## config.mk

```make
export PLATFORM = sky130hd
export DESIGN_NAME = led_row_scan_driver
export DESIGN_NICKNAME = d
export VERILOG_FILES = /design/src/rtl/led_row_scan_driver.sv
export SDC_FILE = /design/constraint.sdc
export NUM_CORES = 1
export LEC_CHECK = 0
export CAP_MARGIN = 20
export CORE_MARGIN = 2
export CORE_UTILIZATION = 54
export CTS_BUF_LIST = sky130_fd_sc_hd__clkbuf_16
export CTS_CLUSTER_DIAMETER = 60
export DETAILED_ROUTE_END_ITERATION = 10
export PLACE_DENSITY = 0.79
export RECOVER_POWER = 100
export SETUP_SLACK_MARGIN = 0.2
export SYNTH_ARGS = -nofsm -noshare
export SYNTH_HDL_FRONTEND = slang
export SYNTH_SLANG_ARGS = --single-unit
```

## constraint.sdc

```tcl
create_clock -name clk -period 4.2 [get_ports clk]
set_input_delay 0.84 -clock clk [delete_from_list [all_inputs] [get_ports clk]]
set_output_delay 0.84 -clock clk [all_outputs]
set_load 0.02 [all_outputs]
```

## src/rtl/led_row_scan_driver.sv

```systemverilog
// led_row_scan_driver
//   Time-multiplexes eight 8-bit row images onto an 8x8 LED matrix, one row
//   at a time. A shadow copy of all rows is taken once per frame so that
//   input changes mid-scan never tear the picture. Every row is preceded by
//   a blanking gap, and a one-cycle frame_done pulse marks each completed
//   frame.
//
// Ports
//   clk            system clock
//   rst_n          asynchronous, active-low reset
//   enable         scan enable; sampled in IDLE and at the end of each dwell
//   row_1..row_8   merged row images, bit i = column i
//   row_sel        one-hot row strobe (bit 0 = row_1), 8'h00 = no row active
//   col_out        column data of the selected row (inverted if COL_ACTIVE_LOW)
//   frame_done     one-cycle pulse after row_8 finishes its dwell
module led_row_scan_driver #(
  parameter int unsigned DWELL          = 16,   // 1..65535
  parameter int unsigned BLANK          = 2,    // 1..255
  parameter logic        COL_ACTIVE_LOW = 1'b0
) (
  input  logic       clk,
  input  logic       rst_n,
  input  logic       enable,
  input  logic [7:0] row_1,
  input  logic [7:0] row_2,
  input  logic [7:0] row_3,
  input  logic [7:0] row_4,
  input  logic [7:0] row_5,
  input  logic [7:0] row_6,
  input  logic [7:0] row_7,
  input  logic [7:0] row_8,
  output logic [7:0] row_sel,
  output logic [7:0] col_out,
  output logic       frame_done
);

  // Inactive column level doubles as the inversion mask.
  localparam logic [7:0]  COL_IDLE   = COL_ACTIVE_LOW ? 8'hFF : 8'h00;
  localparam logic [15:0] DWELL_LAST = 16'(DWELL - 1);
  localparam logic [7:0]  BLANK_LAST = 8'(BLANK - 1);

  typedef enum logic [1:0] {
    S_IDLE,
    S_BLANK,
    S_DRIVE
  } state_e;

  state_e          state_q, state_d;
  logic [2:0]      row_idx_q, row_idx_d;
  logic [15:0]     dwell_cnt_q, dwell_cnt_d;
  logic [7:0]      blank_cnt_q, blank_cnt_d;
  logic [7:0][7:0] shadow_q, shadow_d;
  logic [7:0][7:0] rows_in;
  logic [7:0]      row_sel_q, row_sel_d;
  logic [7:0]      col_out_q, col_out_d;
  logic            frame_done_q, frame_done_d;

  // Element 0 is row_1.
  assign rows_in = {row_8, row_7, row_6, row_5, row_4, row_3, row_2, row_1};

  always_comb begin
    state_d      = state_q;
    row_idx_d    = row_idx_q;
    dwell_cnt_d  = dwell_cnt_q;
    blank_cnt_d  = blank_cnt_q;
    shadow_d     = shadow_q;
    frame_done_d = 1'b0;

    case (state_q)
      S_IDLE: begin
        if (enable) begin
          shadow_d    = rows_in;
          row_idx_d   = '0;
          dwell_cnt_d = '0;
          blank_cnt_d = '0;
          state_d     = S_BLANK;
        end
      end
      S_BLANK: begin
        if (blank_cnt_q == BLANK_LAST) begin
          blank_cnt_d = '0;
          dwell_cnt_d = '0;
          state_d     = S_DRIVE;
        end else begin
          blank_cnt_d = blank_cnt_q + 8'd1;
        end
      end
      S_DRIVE: begin
        if (dwell_cnt_q == DWELL_LAST) begin
          dwell_cnt_d = '0;
          if (row_idx_q == 3'd7) begin
            // Frame completed: pulse regardless of enable, recapture on the
            // same edge so the next frame starts from a fresh snapshot.
            frame_done_d = 1'b1;
            if (enable) begin
              shadow_d  = rows_in;
              row_idx_d = '0;
              state_d   = S_BLANK;
            end else begin
              state_d   = S_IDLE;
            end
          end else if (enable) begin
            row_idx_d = row_idx_q + 3'd1;
            state_d   = S_BLANK;
          end else begin
            state_d   = S_IDLE;
          end
        end else begin
          dwell_cnt_d = dwell_cnt_q + 16'd1;
        end
      end
      default: state_d = S_IDLE;
    endcase

    // Outputs are decoded from the next state so the registered copies line
    // up exactly with the state they describe.
    row_sel_d = '0;
    col_out_d = COL_IDLE;
    if (state_d == S_DRIVE) begin
      row_sel_d = 8'h01 << row_idx_d;
      col_out_d = shadow_d[row_idx_d] ^ COL_IDLE;
    end
  end

  always_ff @(posedge clk or negedge rst_n) begin
    if (!rst_n) begin
      state_q      <= S_IDLE;
      row_idx_q    <= '0;
      dwell_cnt_q  <= '0;
      blank_cnt_q  <= '0;
      shadow_q     <= '0;
      row_sel_q    <= '0;
      col_out_q    <= COL_IDLE;
      frame_done_q <= 1'b0;
    end else begin
      state_q      <= state_d;
      row_idx_q    <= row_idx_d;
      dwell_cnt_q  <= dwell_cnt_d;
      blank_cnt_q  <= blank_cnt_d;
      shadow_q     <= shadow_d;
      row_sel_q    <= row_sel_d;
      col_out_q    <= col_out_d;
      frame_done_q <= frame_done_d;
    end
  end

  assign row_sel    = row_sel_q;
  assign col_out    = col_out_q;
  assign frame_done = frame_done_q;

endmodule
```

==> results.ini, run 1 <==
[cts]
cts_tree=yes
cts.repair.resized=0
cts_buffers=9
clk_pin_slew_worst_paths_ps=70
cts_buffer_depth=2
cts_sinks=110
cts_root_buf=clkbuf_16
cts_htree_levels=3
hold_buffers=0
insertion_delay_ps=340
post_cts_buffers=0

[route]
routed_wl_um=13000
vias_per_cell=5.80
drtIter0Drc=255
antenna_left=0
wl_per_cell_um=16.4
drc=0
num_vias=4602
dr.pass1.iters=5

[timing]
layout_min_cycle_time_ps=3740
setup_viol=0
fin_crit_sh_pct=89.0
slew_headroom_pct=-22.5
finalMaxSlewViolations=77
worstMarginPinSlew_ps=1840
hold_viol=0
fin_skew_ps=8.92
timing.fmax_mhz=268
setup-tns-final_ps=0
rsz0062_at_grt=no

[grt]
antenna_found_initial=0
grt_start_max_net_pins=77
grt_pass1_wl_um=22200
grt_overflow=0
grt_pass1_vias=4640
grtUsageTotal_pct=25.1

[min_path]
hold_path_class=reg2reg
min_to=shadow_q[48]
whs_path_depth=2
hold_start=shadow_q[48]

[power]
p_comb_share_pct=4.6
p_sw_share_pct=20.0
p_switching_mw=0.410
p_total_mw=2.04
internal_power_mw=1.63
max-vdd-ir-drop_mv=0.219
power_density_mw_per_mm2=306
clkPwrFrac_pct=43.6
power_leakage_nw=3.25
p_seq_share_pct=51.8

[placed_design]
portBuffers=83
dp_hpwl_um=9050
gp_congestion=0.893

[worst_setup_path]
cp.required_ps=4420
critPathArrivalTime_ps=3950
critPathLaunch=row_idx_q[1]
reg2reg_slack_ps=460
r2r_end=col_out[1]
rr_startpoint=row_idx_q[1]
reg2reg_depth=10
worstSetupPathType=reg2reg
end_kind=register
cp-start-kind=register
cp_max_fo=40

[cells_and_area]
drive_above_1_share_pct=7.87
multi_input_area_sq_mm=0.00253
antenna_cells=0
seq_area_sq_mm=0.00275
num-fill-cells=777
layout.nets=730
layout-area-overhead-vs-synth_pct=22.3

[yosys]
yosys_warnings=0
ys_async_sr_fraction_pct=100
yosys.cell_types.count=59
ys_ff_latch=110
ys_seq_area_share_pct=50.4
syn_area_per_cell_sq_um=9.32
synth_flop_cell=dfrtp_1
synth_edf_count=0
syn_inst=586
syn_area_sq_mm=0.00546
synth_fp_nets=660

[floorplan]
placeableCoreArea_sq_mm=0.00977
die_height_um=105
initial_core_util_pct=55.9
fp.dieW_um=105
fp-row-count=36
pin_count=84
die-area_sq_mm=0.0109

[status]
violations=max-capacitance violations, max-slew violations
status=finished, violations left

[run]
drv_cap=1

[power by group through the flow]
stage / Clock, mW / Sequential (mW) / Combinational [mW]
detailed placement: 0 / 1.08 / 0.0952
global placement: 0 / 1.08 / 0.0942
global route: 0.951 / 1.06 / 0.101
finish: 0.892 / 1.06 / 0.0930
CTS: 0.910 / 1.06 / 0.0955
floorplan: 0 / 1.08 / 0.00331
[Yosys cell counts, drive strengths merged (4+ instances only)]
master  number  area, sq um
mux2        28          323
and3        13         81.3
nand2b       7         43.8
a32oi        5         43.8
nand4        9         56.3
nand2      160          601
nor2        32          136
and2         5         31.3
a31oi        5         31.3
nor3         4         20.0
xor2         4         35.0
mux2i        5         50.1
nor3b        4         35.0
or4          4         30.0
a21oi       20          100
clkbuf      24         90.1
inv          8         32.5
o21ai       44          231
nand3       23          115
buf          8         50.1
ha           7         87.6
nor4         4         46.3
a211oi      11         82.6
dfrtp      110         2750
[final cells by class]
type	count	share of cell area, %
clock buffers	9	3.37
clock inverters	7	1.33
inverters	8	0.487
multi-input cells	436	38.0
flip-flops and latches	110	41.2
well taps	133	2.49
repair buffers	91	13.1
[kinds of logic (layout without fill, tap and decap cells)]
logic type               after synthesis  in the layout  synth area share (%)
AND/OR/NAND/NOR                      276            276                  23.5
AO/OA/AOI/OAI                        113            113                  13.3
flip-flops                           110            110                  50.4
buffers and inverters                 40            115                  3.16
multiplexers                          33             33                  6.83
adder cells (fa/ha/maj)                7              7                  1.60
XOR/XNOR                               7              7                  1.12
[metal layers]
layer | vias to the layer above | global-route usage [%] | routed length (um)
met1 | 2238 | 33.2 | 5620
li1 | 2178 | - | -
met5 | - | 0 | 0
met2 | 163 | 41.8 | 6530
met3 | 23 | 4.74 | 647
met4 | 0 | 8.20 | 244
[critical path, stage by stage (launching register included)]
cell,delay [ps]
dfrtp_1,370
ha_1,180
ha_1,160
or4b_2,580
nor4_1,500
o21a_2,410
buf_4,450
mux2_1,390
mux2_2,280
a32oi_1,140
o221ai_1,130
[per-stage QoR]
step	instances	worst slack [ps]	utilization (%)	instance area [sq um]	hold WS, ps
2_1_floorplan	586	1040	-	5460	433
3_3_place_gp	778	607	65.3	6390	451
3_5_place_dp	778	510	65.3	6390	457
4_1_cts	794	652	68.6	6700	473
5_1_grt	794	250	68.3	6680	497
6_report	794	463	68.3	6680	470
[cell usage in the layout (no fill, tap or decap), drive strengths merged, types with 3 or more instances in the layout]
cell and count:
dlygate4sd3 17, nand3 23, o21ai 44, and2 5, nor3b 4, a22oi 3
xnor2 3, nor2 32, dfrtp 110, clkdlybuf4s50 65, ha 7, or4b 3
a211oi 11, inv 11, mux2i 5, a211o 3, clkbuf 13, nor4 4
a32oi 5, or3 3, a31oi 5, nand2 160, buf 5, a21oi 20
or4 4, and3 13, o31ai 3, xor2 4, nor3 4, nand4 9
mux2 28, nand2b 7
[sequential cells by signal, indices dropped and copies added (netlist names)]
name	flops
row_idx_q	3
dwell_cnt_q	16
row_sel	8
frame_done	1
state_q	2
blank_cnt_q	8
col_out	8
shadow_q	64
[worst max-delay path by stage]
stage | end | slack (ps) | cells after the start
detailed placement | col_out[1] | 510 | 9
global route | col_out[1] | 250 | 10
floorplan | col_out[2] | 1040 | 9
CTS | col_out[1] | 650 | 10
finish | col_out[1] | 460 | 10
global placement | col_out[1] | 610 | 9
(Power assumes the default switching activity.)
==> run 2: changes to the inputs <==
--- a/config.mk
+++ b/config.mk
@@ -7,11 +7,10 @@
 export LEC_CHECK = 0
 export CAP_MARGIN = 20
 export CORE_MARGIN = 2
-export CORE_UTILIZATION = 54
+export CORE_UTILIZATION = 50
 export CTS_BUF_LIST = sky130_fd_sc_hd__clkbuf_16
-export CTS_CLUSTER_DIAMETER = 60
 export DETAILED_ROUTE_END_ITERATION = 10
-export PLACE_DENSITY = 0.79
+export PLACE_DENSITY = 0.74
 export RECOVER_POWER = 100
 export SETUP_SLACK_MARGIN = 0.2
 export SYNTH_ARGS = -nofsm -noshare
==> results.ini, run 2 (synthesis gave the netlist of run 1 again) <==
[status]
status=finished, violations left  ; unchanged
violations=max-capacitance violations, max-slew violations  ; unchanged

[floorplan]
die-area_sq_mm=0.0118  ; was 0.0109 sq mm
fp.dieW_um=109  ; was 105 um
initial_core_util_pct=50.8  ; was 55.9%
fp-row-count=38  ; was 36
placeableCoreArea_sq_mm=0.0107  ; was 0.00977 sq mm
die_height_um=109  ; was 105 um
pin_count=84  ; unchanged

[grt]
grt_start_max_net_pins=80  ; was 77
antenna_found_initial=0  ; unchanged
grt_overflow=0  ; unchanged
grt_pass1_wl_um=21700  ; was 22200 um
grtUsageTotal_pct=23.8  ; was 25.1%
grt_pass1_vias=4567  ; was 4640

[route]
wl_per_cell_um=16.3  ; was 16.4 um
dr.pass1.iters=5  ; unchanged
num_vias=4538  ; was 4602
drtIter0Drc=438  ; was 255
routed_wl_um=13000  ; about the same
antenna_left=0  ; unchanged
drc=0  ; unchanged
vias_per_cell=5.67  ; was 5.80

[worst_setup_path]
end_kind=register  ; unchanged
cp-start-kind=register  ; unchanged
worstSetupPathType=reg2reg  ; unchanged
cp_max_fo=10  ; was 40
r2r_end=col_out[1]  ; unchanged
cp.required_ps=4460  ; was 4420 ps
rr_startpoint=dwell_cnt_q[0]  ; was row_idx_q[1]
critPathLaunch=dwell_cnt_q[0]  ; was row_idx_q[1]
reg2reg_slack_ps=520  ; was 460 ps
endpoint=col_out[1]  ; unchanged
critPathArrivalTime_ps=3940  ; was 3950 ps
reg2reg_depth=8  ; was 10

[power]
p_total_mw=1.94  ; was 2.04 mW
power_density_mw_per_mm2=292  ; was 306 mW/mm^2
max-vdd-ir-drop_mv=0.222  ; was 0.219 mV
power_leakage_nw=3.22  ; was 3.25 nW

[cts]
cts_buffers=9  ; unchanged
insertion_delay_ps=350  ; was 340 ps
cts_tree=yes  ; unchanged
cts_htree_levels=3  ; unchanged
post_cts_buffers=0  ; unchanged
cts_sinks=110  ; unchanged
cts_buffer_depth=2  ; unchanged
hold_buffers=0  ; unchanged
clk_pin_slew_worst_paths_ps=70  ; about the same
cts_root_buf=clkbuf_16  ; unchanged
cts.repair.resized=0  ; unchanged

[placed_design]
portBuffers=83  ; unchanged
dp_hpwl_um=9210  ; was 9050 um
place_inst=784  ; was 778
gp_congestion=0.896  ; was 0.893

[run]
drv_cap=1  ; unchanged

[timing]
setup_viol=0  ; unchanged
setup-tns-final_ps=0  ; unchanged
rsz0062_at_grt=no  ; unchanged
hold_viol=0  ; unchanged
slew_headroom_pct=-30.9  ; was -22.5%
fin_crit_sh_pct=87.6  ; was 89.0%
fin_skew_ps=5.27  ; was 8.92 ps
timing.fmax_mhz=272  ; was 268 MHz
worstMarginPinSlew_ps=1960  ; was 1840 ps
finalMaxSlewViolations=80  ; was 77
layout_min_cycle_time_ps=3680  ; was 3740 ps

[cells_and_area]
largest_reg_flops=64  ; unchanged
biggestRegsByFlops=shadow_q x64, dwell_cnt_q x16  ; unchanged
most-common-layout-cells=nand2_1 (160), dfrtp_1 (110), clkdlybuf4s50_1 (65)  ; unchanged
top_register=shadow_q  ; unchanged
drive_above_1_share_pct=7.73  ; was 7.87%
antenna_cells=0  ; unchanged
layout_commonest_cell=nand2_1  ; unchanged
layout.nets=729  ; was 730
num-fill-cells=929  ; was 777
layout-area-overhead-vs-synth_pct=21.6  ; was 22.3%
instances_no_fill=800  ; was 794

[min_path]
hold_start=shadow_q[42]  ; was shadow_q[48]
hold_path_class=reg2reg  ; unchanged

-- run 2: cell count changes in the layout (fill, tap and decap cells not counted), sizes merged --
| cell | delta |
|---|---|
| bufinv | -2 |
| clkinvlp | -1 |
| buf | -1 |
| clkinv | +5 |
| inv | -2 |
-- run 2: metal layers --
layer,part of all wire (%),vias up,track usage (%)
met3,5.1,19,4.46
met4,2.5,0,10.3
met1,43,2203,30.2
met2,50,147,40.0
met5,0,-,0
li1,-,2169,-
-- run 2: layout make-up --
type / instances / area (sq um) / area share, %
clock buffers: 9 / 225 / 3.39
clock inverters: 7 / 42.5 / 0.641
inverters: 8 / 32.5 / 0.490
multi-input cells: 436 / 2530 / 38.1
flip-flops and latches: 110 / 2750 / 41.5
well taps: 140 / 175 / 2.64
repair buffers: 90 / 880 / 13.3
-- run 2: where the power goes --
group | switching, mW | internal, mW | total [mW]
Combinational | 0.0377 | 0.0558 | 0.0935
Clock | 0.385 | 0.398 | 0.783
Sequential | 0 | 1.06 | 1.06
-- run 2: worst min path at each step --
stage              endpoint  slack, ps  cells after the start
2_1_floorplan   shadow_q[0]        430                      2
3_3_place_gp   shadow_q[42]        450                      2
3_5_place_dp   shadow_q[14]        450                      2
4_1_cts        shadow_q[14]        470                      2
5_1_grt        shadow_q[16]        490                      2
6_report       shadow_q[42]        470                      2
-- run 2: critical path: stages (launching register included) --
cell and delay [ps]:
dfrtp_1 390, ha_1 220, or4bb_1 470, nor4_4 540, o21ai_0 240, a21boi_2 400, nor3b_1 900, a32oi_1 260
o221ai_1 150
-- run 2: metrics by stage --
stage	hold slack, ps	utilization [%]	instance area [sq um]	worst slack (ps)
6_report	468	61.8	6640	521
5_1_grt	489	61.8	6640	250
4_1_cts	472	62.1	6670	655
3_5_place_dp	454	59.6	6400	522
3_3_place_gp	450	59.6	6400	661
2_1_floorplan	433	-	5460	1040
==> run 3: changes to the inputs <==
--- a/config.mk
+++ b/config.mk
@@ -7,10 +7,10 @@
 export LEC_CHECK = 0
 export CAP_MARGIN = 20
 export CORE_MARGIN = 2
-export CORE_UTILIZATION = 50
+export CORE_UTILIZATION = 25
 export CTS_BUF_LIST = sky130_fd_sc_hd__clkbuf_16
 export DETAILED_ROUTE_END_ITERATION = 10
-export PLACE_DENSITY = 0.74
+export PLACE_DENSITY = 0.42
 export RECOVER_POWER = 100
 export SETUP_SLACK_MARGIN = 0.2
 export SYNTH_ARGS = -nofsm -noshare
==> results.ini, run 3 (synthesis gave the netlist of run 1 again) <==
[worst_setup_path]
reg2reg_slack_ps=500  ; was 520 ps
r2r_end=col_out[2]  ; was col_out[1]
critPathArrivalTime_ps=3950  ; was 3940 ps
rr_startpoint=row_idx_q[0]  ; was dwell_cnt_q[0]
cp-start-kind=register  ; unchanged
cp_max_fo=10  ; unchanged
critPathLaunch=row_idx_q[0]  ; was dwell_cnt_q[0]
worstSetupPathType=reg2reg  ; unchanged
endpoint=col_out[2]  ; was col_out[1]
cp.required_ps=4460  ; about the same
end_kind=register  ; unchanged
reg2reg_depth=10  ; was 8

[cts]
cts_sinks=110  ; unchanged
cts_buffers=9  ; unchanged
cts_buffer_depth=2  ; unchanged
cts.repair.resized=0  ; unchanged
insertion_delay_ps=360  ; was 350 ps
cts_root_buf=clkbuf_16  ; unchanged
cts_tree=yes  ; unchanged
cts_htree_levels=3  ; unchanged
clk_pin_slew_worst_paths_ps=80  ; was 70 ps
hold_buffers=0  ; unchanged
post_cts_buffers=0  ; unchanged

[timing]
slew_headroom_pct=-2.58  ; was -30.9%
layout_min_cycle_time_ps=3700  ; was 3680 ps
fin_crit_sh_pct=88.0  ; was 87.6%
worstMarginPinSlew_ps=1540  ; was 1960 ps
hold_viol=0  ; unchanged
fin_skew_ps=20.8  ; was 5.27 ps
finalMaxSlewViolations=59  ; was 80
setup_viol=0  ; unchanged
rsz0062_at_grt=no  ; unchanged
timing.fmax_mhz=271  ; was 272 MHz
setup-tns-final_ps=0  ; unchanged

[placed_design]
portBuffers=83  ; unchanged
gp_congestion=0.771  ; was 0.896
dp_hpwl_um=10600  ; was 9210 um

[power]
power_density_mw_per_mm2=299  ; was 292 mW/mm^2
p_total_mw=2.06  ; was 1.94 mW
p_comb_share_pct=4.6  ; was 4.8%
power_leakage_nw=3.27  ; was 3.22 nW
clkPwrFrac_pct=44.1  ; was 40.5%
p_seq_share_pct=51.3  ; was 54.7%
max-vdd-ir-drop_mv=0.152  ; was 0.222 mV
p_switching_mw=0.472  ; was 0.422 mW
internal_power_mw=1.59  ; was 1.51 mW
p_sw_share_pct=22.9  ; was 21.8%

[cells_and_area]
most-common-layout-cells=nand2_1 (160), dfrtp_1 (110), clkdlybuf4s50_1 (65)  ; unchanged
antenna_cells=0  ; unchanged
layout-area-overhead-vs-synth_pct=26.3  ; was 21.6%
utilization_pct=31.9  ; was 61.8%
biggestRegsByFlops=shadow_q x64, dwell_cnt_q x16  ; unchanged
largest_reg_flops=64  ; unchanged
layout_commonest_cell=nand2_1  ; unchanged
layout.nets=735  ; was 729
drive_above_1_share_pct=8.86  ; was 7.73%
num-fill-cells=2281  ; was 929
top_register=shadow_q  ; unchanged

[grt]
grt_pass1_vias=4570  ; was 4567
grt_pass1_wl_um=24300  ; was 21700 um
grt_overflow=0  ; unchanged
grt_start_max_net_pins=82  ; was 80
grtUsageTotal_pct=13.8  ; was 23.8%
antenna_found_initial=0  ; unchanged

[run]
drv_cap=1  ; unchanged

[route]
antenna_left=0  ; unchanged
dr.pass1.iters=4  ; was 5
num_vias=4482  ; was 4538
drc=0  ; unchanged
vias_per_cell=4.74  ; was 5.67
routed_wl_um=15100  ; was 13000 um
wl_per_cell_um=15.9  ; was 16.3 um
drtIter0Drc=260  ; was 438

[floorplan]
fp.dieW_um=152  ; was 109 um
placeableCoreArea_sq_mm=0.0216  ; was 0.0107 sq mm
initial_core_util_pct=25.3  ; was 50.8%
pin_count=84  ; unchanged
fp-row-count=54  ; was 38
die-area_sq_mm=0.0230  ; was 0.0118 sq mm
die_height_um=152  ; was 109 um

[status]
status=finished, violations left  ; unchanged
violations=max-capacitance violations, max-slew violations  ; unchanged

[min_path]
hold_path_class=reg2reg  ; unchanged

[run 3: changes by cell type in the layout (fill, tap and decap cells not counted), moves of 3 or more]
cell	delta
buf_4	+3
clkbuf_2	+3
clkinv_4	-3
inv_6	+3
[run 3: power by group through the flow]
stage / sequential (mW) / clock (mW) / combinational [mW]
after floorplan: 1.08 / 0 / 0.00331
final: 1.06 / 0.909 / 0.0956
after global routing: 1.06 / 0.999 / 0.104
after global placement: 1.08 / 0 / 0.0993
after CTS: 1.06 / 0.942 / 0.0995
after detailed placement: 1.08 / 0 / 0.0992
[run 3: critical path, cell delays in order, from the launching register on]
cell and delay [ps]:
dfrtp_1 380, ha_1 190, ha_1 180, or4b_2 590, nor4_1 480, o21a_1 420, buf_4 260, mux2_2 360
mux2_2 280, a32o_1 230, a211o_1 230
[run 3: worst min path at each step]
| stage | startpoint | slack (ps) | cells after the start | endpoint |
|---|---|---|---|---|
| global route | shadow_q[45] | 500 | 2 | shadow_q[45] |
| floorplan | shadow_q[0] | 430 | 2 | shadow_q[0] |
| detailed placement | shadow_q[0] | 450 | 2 | shadow_q[0] |
| finish | shadow_q[0] | 470 | 2 | shadow_q[0] |
| CTS | shadow_q[0] | 470 | 2 | shadow_q[0] |
| global placement | shadow_q[31] | 450 | 2 | shadow_q[31] |
[run 3: routing by layer]
layer	wire [um]	GRT usage (%)	vias to the layer above
met5	0	0	-
met4	199	3.70	0
met3	576	3.29	12
met2	7490	22.8	96
met1	6820	18.0	2186
li1	-	-	2188
[run 3: metrics by stage]
step | cell area, sq um | worst slack [ps] | instances | hold slack, ps
floorplan | 5460 | 1040 | 586 | 433
global placement | 6610 | 634 | 929 | 452
detailed placement | 6610 | 558 | 929 | 454
CTS | 6930 | 652 | 945 | 474
global route | 6890 | 247 | 946 | 496
finish | 6890 | 504 | 946 | 466
[run 3: layout make-up]
type	instances	area, sq um	share of cell area, %
Inverter	8	32.5	0.472
Tap cell	280	350	5.08
Clock buffer	9	225	3.27
Clock inverter	7	87.6	1.27
Sequential cell	110	2750	39.9
Multi-Input combinational cell	436	2530	36.7
Timing Repair Buffer	96	917	13.3
